==> config.mk <==
export PLATFORM = sky130hd
export DESIGN_NAME = fifo_wr_arbiter_flat
export DESIGN_NICKNAME = d
export VERILOG_FILES = /design/src/rtl/fifo_wr_arbiter_if.sv /design/src/rtl/fifo_wr_arbiter.sv /design/src/flat_wrapper.sv
export SDC_FILE = /design/constraint.sdc
export NUM_CORES = 1
export LEC_CHECK = 0
export ABC_AREA = 1
export BUFFER_PORTS_ARGS = -buffer_cell sky130_fd_sc_hd__buf_2
export CAP_MARGIN = 20
export CORE_MARGIN = 2
export CORE_UTILIZATION = 37
export CTS_CLUSTER_SIZE = 40
export DETAILED_ROUTE_END_ITERATION = 7
export PLACE_DENSITY = 0.83
export SYNTH_ARGS = -nofsm -noshare
export SYNTH_HDL_FRONTEND = slang
export SYNTH_SLANG_ARGS = --single-unit
==> constraint.sdc <==
create_clock -name wclk -period 1.5 [get_ports wclk]
set_clock_uncertainty 0.05 [all_clocks]
set_input_delay 0.3 -clock wclk [delete_from_list [all_inputs] [get_ports wclk]]
set_output_delay 0.3 -clock wclk [all_outputs]
set_load 0.005 [all_outputs]
==> src/rtl/fifo_wr_arbiter_if.sv <==
// Write-side bundle between NUM_REQ requesters, the arbiter and the ASYNC_FIFO write port.
// Latency: none; this is wiring only.
// Backpressure: req_ready/winc are driven by the arbiter, wFull comes from the FIFO.
// Ports: master = requesters + FIFO (drive valid/last/data/wFull/arb_en),
//        slave  = arbiter (drives ready/winc/wData/grant status).
interface fifo_wr_arbiter_if #(
  parameter int NUM_REQ   = 4,
  parameter int DATA_SIZE = 12
);
  localparam int IDW = $clog2(NUM_REQ);

  logic                          arb_en;
  logic [NUM_REQ-1:0]            req_valid;
  logic [NUM_REQ-1:0]            req_last;
  logic [NUM_REQ*DATA_SIZE-1:0]  req_data;
  logic [NUM_REQ-1:0]            req_ready;
  logic                          wFull;
  logic                          winc;
  logic [DATA_SIZE-1:0]          wData;
  logic                          gnt_valid;
  logic [IDW-1:0]                gnt_id;

  modport master (
    output arb_en, req_valid, req_last, req_data, wFull,
    input  req_ready, winc, wData, gnt_valid, gnt_id
  );

  modport slave (
    input  arb_en, req_valid, req_last, req_data, wFull,
    output req_ready, winc, wData, gnt_valid, gnt_id
  );
endinterface

==> src/rtl/fifo_wr_arbiter.sv <==
// Round-robin arbiter sharing the ASYNC_FIFO write port; grants are locked per packet/burst.
// Latency: one cycle ARB->BURST; data path to winc/wData is combinational once granted.
// Backpressure: wFull stalls the owner (req_ready=0, winc=0); non-owners always see req_ready=0.
// Ports: wclk/wrst  write clock and synchronous active-high reset
//        bus        slave side of fifo_wr_arbiter_if (requester handshakes, FIFO write port, grant status)
module fifo_wr_arbiter #(
  parameter int NUM_REQ   = 4,
  parameter int DATA_SIZE = 12,
  parameter int MAX_BURST = 4
) (
  input  logic              wclk,
  input  logic              wrst,
  fifo_wr_arbiter_if.slave  bus
);
  localparam int IDW = $clog2(NUM_REQ);
  localparam int BCW = $clog2(MAX_BURST + 1);
  localparam logic [BCW-1:0] LAST_BEAT = BCW'(MAX_BURST - 1);

  typedef enum logic {ARB, BURST} state_t;

  state_t          state_q,    state_d;
  logic [IDW-1:0]  gnt_id_q,   gnt_id_d;
  logic [IDW-1:0]  rr_ptr_q,   rr_ptr_d;
  logic [BCW-1:0]  beat_cnt_q, beat_cnt_d;

  logic            pick_vld;
  logic [IDW-1:0]  pick_id;
  logic            accept;
  logic            release_gnt;
  logic [IDW-1:0]  gnt_id_inc;

  logic [DATA_SIZE-1:0] req_word [NUM_REQ];

  for (genvar g = 0; g < NUM_REQ; g++) begin : g_unpack
    assign req_word[g] = bus.req_data[g*DATA_SIZE +: DATA_SIZE];
  end

  // Scan from the highest offset down so the first valid index at or after
  // rr_ptr is the last one to be written and therefore wins.
  always_comb begin
    pick_vld = 1'b0;
    pick_id  = '0;
    for (int k = NUM_REQ - 1; k >= 0; k--) begin
      logic [IDW-1:0] idx;
      idx = IDW'((int'(rr_ptr_q) + k) % NUM_REQ);
      if (bus.req_valid[idx]) begin
        pick_vld = 1'b1;
        pick_id  = idx;
      end
    end
  end

  // wrst gates the strobe so a word is never written in the cycle the grant is torn down.
  assign accept      = (state_q == BURST) & bus.req_valid[gnt_id_q] & ~bus.wFull & ~wrst;
  assign release_gnt = accept & (bus.req_last[gnt_id_q] | (beat_cnt_q == LAST_BEAT));
  assign gnt_id_inc  = (gnt_id_q == IDW'(NUM_REQ - 1)) ? '0 : gnt_id_q + IDW'(1);

  always_comb begin
    state_d    = state_q;
    gnt_id_d   = gnt_id_q;
    rr_ptr_d   = rr_ptr_q;
    beat_cnt_d = beat_cnt_q;
    case (state_q)
      ARB: begin
        if (bus.arb_en && pick_vld) begin
          state_d    = BURST;
          gnt_id_d   = pick_id;
          beat_cnt_d = '0;
        end
      end
      BURST: begin
        if (accept) begin
          beat_cnt_d = beat_cnt_q + BCW'(1);
        end
        // Pointer moves past the owner so everyone else gets a turn first.
        if (release_gnt) begin
          state_d  = ARB;
          rr_ptr_d = gnt_id_inc;
        end
      end
      default: state_d = ARB;
    endcase
  end

  always_ff @(posedge wclk) begin
    if (wrst) begin
      state_q    <= ARB;
      gnt_id_q   <= '0;
      rr_ptr_q   <= '0;
      beat_cnt_q <= '0;
    end else begin
      state_q    <= state_d;
      gnt_id_q   <= gnt_id_d;
      rr_ptr_q   <= rr_ptr_d;
      beat_cnt_q <= beat_cnt_d;
    end
  end

  assign bus.winc      = accept;
  assign bus.req_ready = accept ? (NUM_REQ'(1) << gnt_id_q) : '0;
  assign bus.wData     = (state_q == BURST) ? req_word[gnt_id_q] : '0;
  assign bus.gnt_valid = (state_q == BURST);
  assign bus.gnt_id    = gnt_id_q;
endmodule

==> src/flat_wrapper.sv <==
// flat-port wrapper written by rule: the top's interface ports become plain ports
module fifo_wr_arbiter_flat 
#(
  parameter int NUM_REQ   = 4,
  parameter int DATA_SIZE = 12,
  parameter int MAX_BURST = 4
)
  (wclk, wrst, bus_arb_en, bus_req_valid, bus_req_last, bus_req_data, bus_wFull, bus_req_ready, bus_winc, bus_wData, bus_gnt_valid, bus_gnt_id);
  fifo_wr_arbiter_if #(.NUM_REQ(NUM_REQ), .DATA_SIZE(DATA_SIZE)) bus_i ();
  input  logic wclk;
  input  logic wrst;
  input wire logic [$bits(bus_i.arb_en)-1:0] bus_arb_en;
  input wire logic [$bits(bus_i.req_valid)-1:0] bus_req_valid;
  input wire logic [$bits(bus_i.req_last)-1:0] bus_req_last;
  input wire logic [$bits(bus_i.req_data)-1:0] bus_req_data;
  input wire logic [$bits(bus_i.wFull)-1:0] bus_wFull;
  output wire logic [$bits(bus_i.req_ready)-1:0] bus_req_ready;
  output wire logic [$bits(bus_i.winc)-1:0] bus_winc;
  output wire logic [$bits(bus_i.wData)-1:0] bus_wData;
  output wire logic [$bits(bus_i.gnt_valid)-1:0] bus_gnt_valid;
  output wire logic [$bits(bus_i.gnt_id)-1:0] bus_gnt_id;
  assign bus_i.arb_en = bus_arb_en;
  assign bus_i.req_valid = bus_req_valid;
  assign bus_i.req_last = bus_req_last;
  assign bus_i.req_data = bus_req_data;
  assign bus_i.wFull = bus_wFull;
  assign bus_req_ready = bus_i.req_ready;
  assign bus_winc = bus_i.winc;
  assign bus_wData = bus_i.wData;
  assign bus_gnt_valid = bus_i.gnt_valid;
  assign bus_gnt_id = bus_i.gnt_id;
  fifo_wr_arbiter #(.NUM_REQ(NUM_REQ), .DATA_SIZE(DATA_SIZE), .MAX_BURST(MAX_BURST)) u_core (.wclk(wclk), .wrst(wrst), .bus(bus_i));
endmodule
==> flow_metrics.env <==
export IMPL_status="finished with violations"
export IMPL_violations="negative setup slack"
export IMPL_die_area_um2=3380
export IMPL_hold_violations=0
export IMPL_finalCriticalPeriod_ps=1710
export IMPL_clkTransAtPathRegs_ps=60
export IMPL_fin_tns_setup_ps=-2580
export IMPL_vias=1631
export IMPL_arrival_ps=1360
export IMPL_hold_class="in2reg"
export IMPL_max_freq_mhz=586
export IMPL_dpl_hpwl_um=2890
export IMPL_seq_area_um2=173
export IMPL_netlist_area_um2=1080
export IMPL_ctsHoldBuffers=0
export IMPL_ant_nets=0
export IMPL_syn_avg_cell_area_um2=5.26
export IMPL_cap_violations=0
export IMPL_synth_cells=206
export IMPL_ys_ff_latch=8
export IMPL_synth_nets=272
export IMPL_grt_overflow_total=0
export IMPL_finalCritPeriodShare=1.14
export IMPL_wl_um=3940
export IMPL_cts_tree="done"
export IMPL_drt_initial_drc_count=75
export IMPL_fill_cells=266
export IMPL_synth_top_area_share=0.208
export IMPL_cts_buffer_depth=2
export IMPL_grtUsageTotal=0.222
export IMPL_clkLatencyLatePin_ps=260
export IMPL_ios=80
export IMPL_start_util=0.393
export IMPL_worst_slack_ps=-206
export IMPL_ir_drop_mv=0.370
export IMPL_antenna_found_initial=0
export IMPL_grt_pass1_vias=1458
export IMPL_p_total_mw=0.943
export IMPL_ys_seq_area_frac=0.148
export IMPL_die_height_um=58.1
export IMPL_drv_slew=0
export IMPL_first_pass_iters=4
export IMPL_cts_sinks=8
export IMPL_synth_cell_types=22
export IMPL_worst_setup_path_type="reg2out"
export IMPL_layout_common_cells="buf_2 (79), nor2_1 (57), nand2_1 (33)"
export IMPL_num_antenna_cells=0
export IMPL_powerDensity_nw_per_um2=534
export IMPL_drcViolationCount=0
export IMPL_drive_gt1_frac=0.431
export IMPL_end_kind="output port"
export IMPL_synth_area_leader_cell="nor2_1"
export IMPL_p_leak_nw=0.947
export IMPL_wl_per_cell_um=12.0
export IMPL_rsz0062_at_grt="yes"
export IMPL_core_area_um2=2760
export IMPL_cts_buffers=3
export IMPL_place_gp_congestion=0.943
export IMPL_syn_to_final_growth_pct=62.9
export IMPL_multi_input_area_um2=913
export IMPL_synthTopCellsByArea="nor2_1 (21%), dfxtp_1 (15%), o21ai_0 (13%)"
export IMPL_setup_viol=18
export IMPL_routed_via_density=4.97
export IMPL_ys_warn_count=0
export IMPL_final_nets=365
export IMPL_root_buffer="clkbuf_4"
export IMPL_cp_max_fo=7
export IMPL_cp_start_kind="register"
export IMPL_critPathRequiredTime_ps=1150
export IMPL_io_buffers=79
export IMPL_grt_pass1_wl_um=5930
export IMPL_maxSlewHeadroom=0.837
export IMPL_rows=19
export IMPL_final_common_cell="buf_2"
export IMPL_cts_htree_levels=1
export IMPL_hold_ws_ps=301
export IMPL_grt_max_degree=21
export IMPL_fp_dieW_um=58.1
export IMPL_worst_slew_pin_slew_ps=243
==> per-stage QoR <==
step           cell area, um^2  cells  setup WS (ps)  utilization
2_1_floorplan             1090    206           23.0            -
3_3_place_gp              1580    321          -2.66        0.574
3_5_place_dp              1580    321          -16.0        0.574
4_1_cts                   1720    327           -144        0.623
5_1_grt                   1770    328           -254        0.640
6_report                  1770    328           -206        0.640
==> synthesized netlist by cell type <==
master    instances
buf_2             3
nand3_1           7
nand3_2           1
nor3_1            1
nand2_1          34
nand3_4           1
nand2_2           5
clkbuf_1          5
inv_1            14
clkinv_1          1
o21ai_0          29
dfxtp_1           8
and2_1            2
ha_1              6
o21ai_1           2
or2_2             1
inv_2             2
a21oi_1          21
nor2_2            1
nor2_1           60
nand3b_1          1
o22ai_1           1
==> worst max-delay path: stages (launching register included) <==
cell	delay, ps
dfxtp_4	410
buf_6	160
a21oi_4	60
o21ai_4	70
nand3_4	150
nor2_4	140
buf_2	110
==> kinds of logic (layout without fill, tap and decap cells) <==
family,count (synthesis),count (layout),synth area share
DFF,8,8,0.148
AOI/OAI and AO/OA,53,53,0.246
and+or+nand+nor,114,114,0.447
adders and majority gates,6,6,0.0693
buffers and inverters,25,116,0.0901
==> flip-flops by register name, summed over array words and instances (netlist names) <==
name / cells
u_core.bus.gnt_valid: 1
u_core.rr_ptr_q: 2
u_core.beat_cnt_q: 3
u_core.bus.gnt_id: 2
==> what timing repair did <==
| item | in CTS | in global routing |
|---|---|---|
| pin swaps | 6 | 4 |
| setup buffers | 3 | 1 |
| setup endpoints to repair | 22 | 22 |
| gates resized for setup | 38 | 20 |
==> layer usage <==
metal / track usage / wire length [um] / vias up
met1: 0.271 / 1650 / 694
li1: - / - / 851
met3: 0.0201 / 232 / 15
met4: 0.0664 / 89 / 0
met2: 0.407 / 1960 / 71
met5: 0 / 0 / -
==> cell type report <==
type | count | area share
Clock buffer | 3 | 0.0128
Inverter | 17 | 0.0411
Multi-Input combinational cell | 173 | 0.517
Sequential cell | 8 | 0.0978
Tap cell | 31 | 0.0220
Timing Repair Buffer | 96 | 0.309
==> report_power, final <==
part	leakage, nW	switching (mW)	internal, mW
clock network	0.0138	0.0835	0.0922
registers	0.0678	0.0174	0.222
logic	0.866	0.286	0.241
==> final timing paths <==
| check | from | end | slack, ps | cells after the start |
|---|---|---|---|---|
| max | u_core.bus.gnt_id[0] | bus_req_ready[1] | -210 | 6 |
| min | bus_arb_en | u_core.bus.gnt_valid | 300 | 3 |
| max reg2reg | u_core.bus.gnt_id[0] | u_core.beat_cnt_q[2] | -30 | 7 |
| min reg2reg | u_core.beat_cnt_q[0] | u_core.beat_cnt_q[0] | 450 | 1 |
Power figures use the tool's default switching activity.
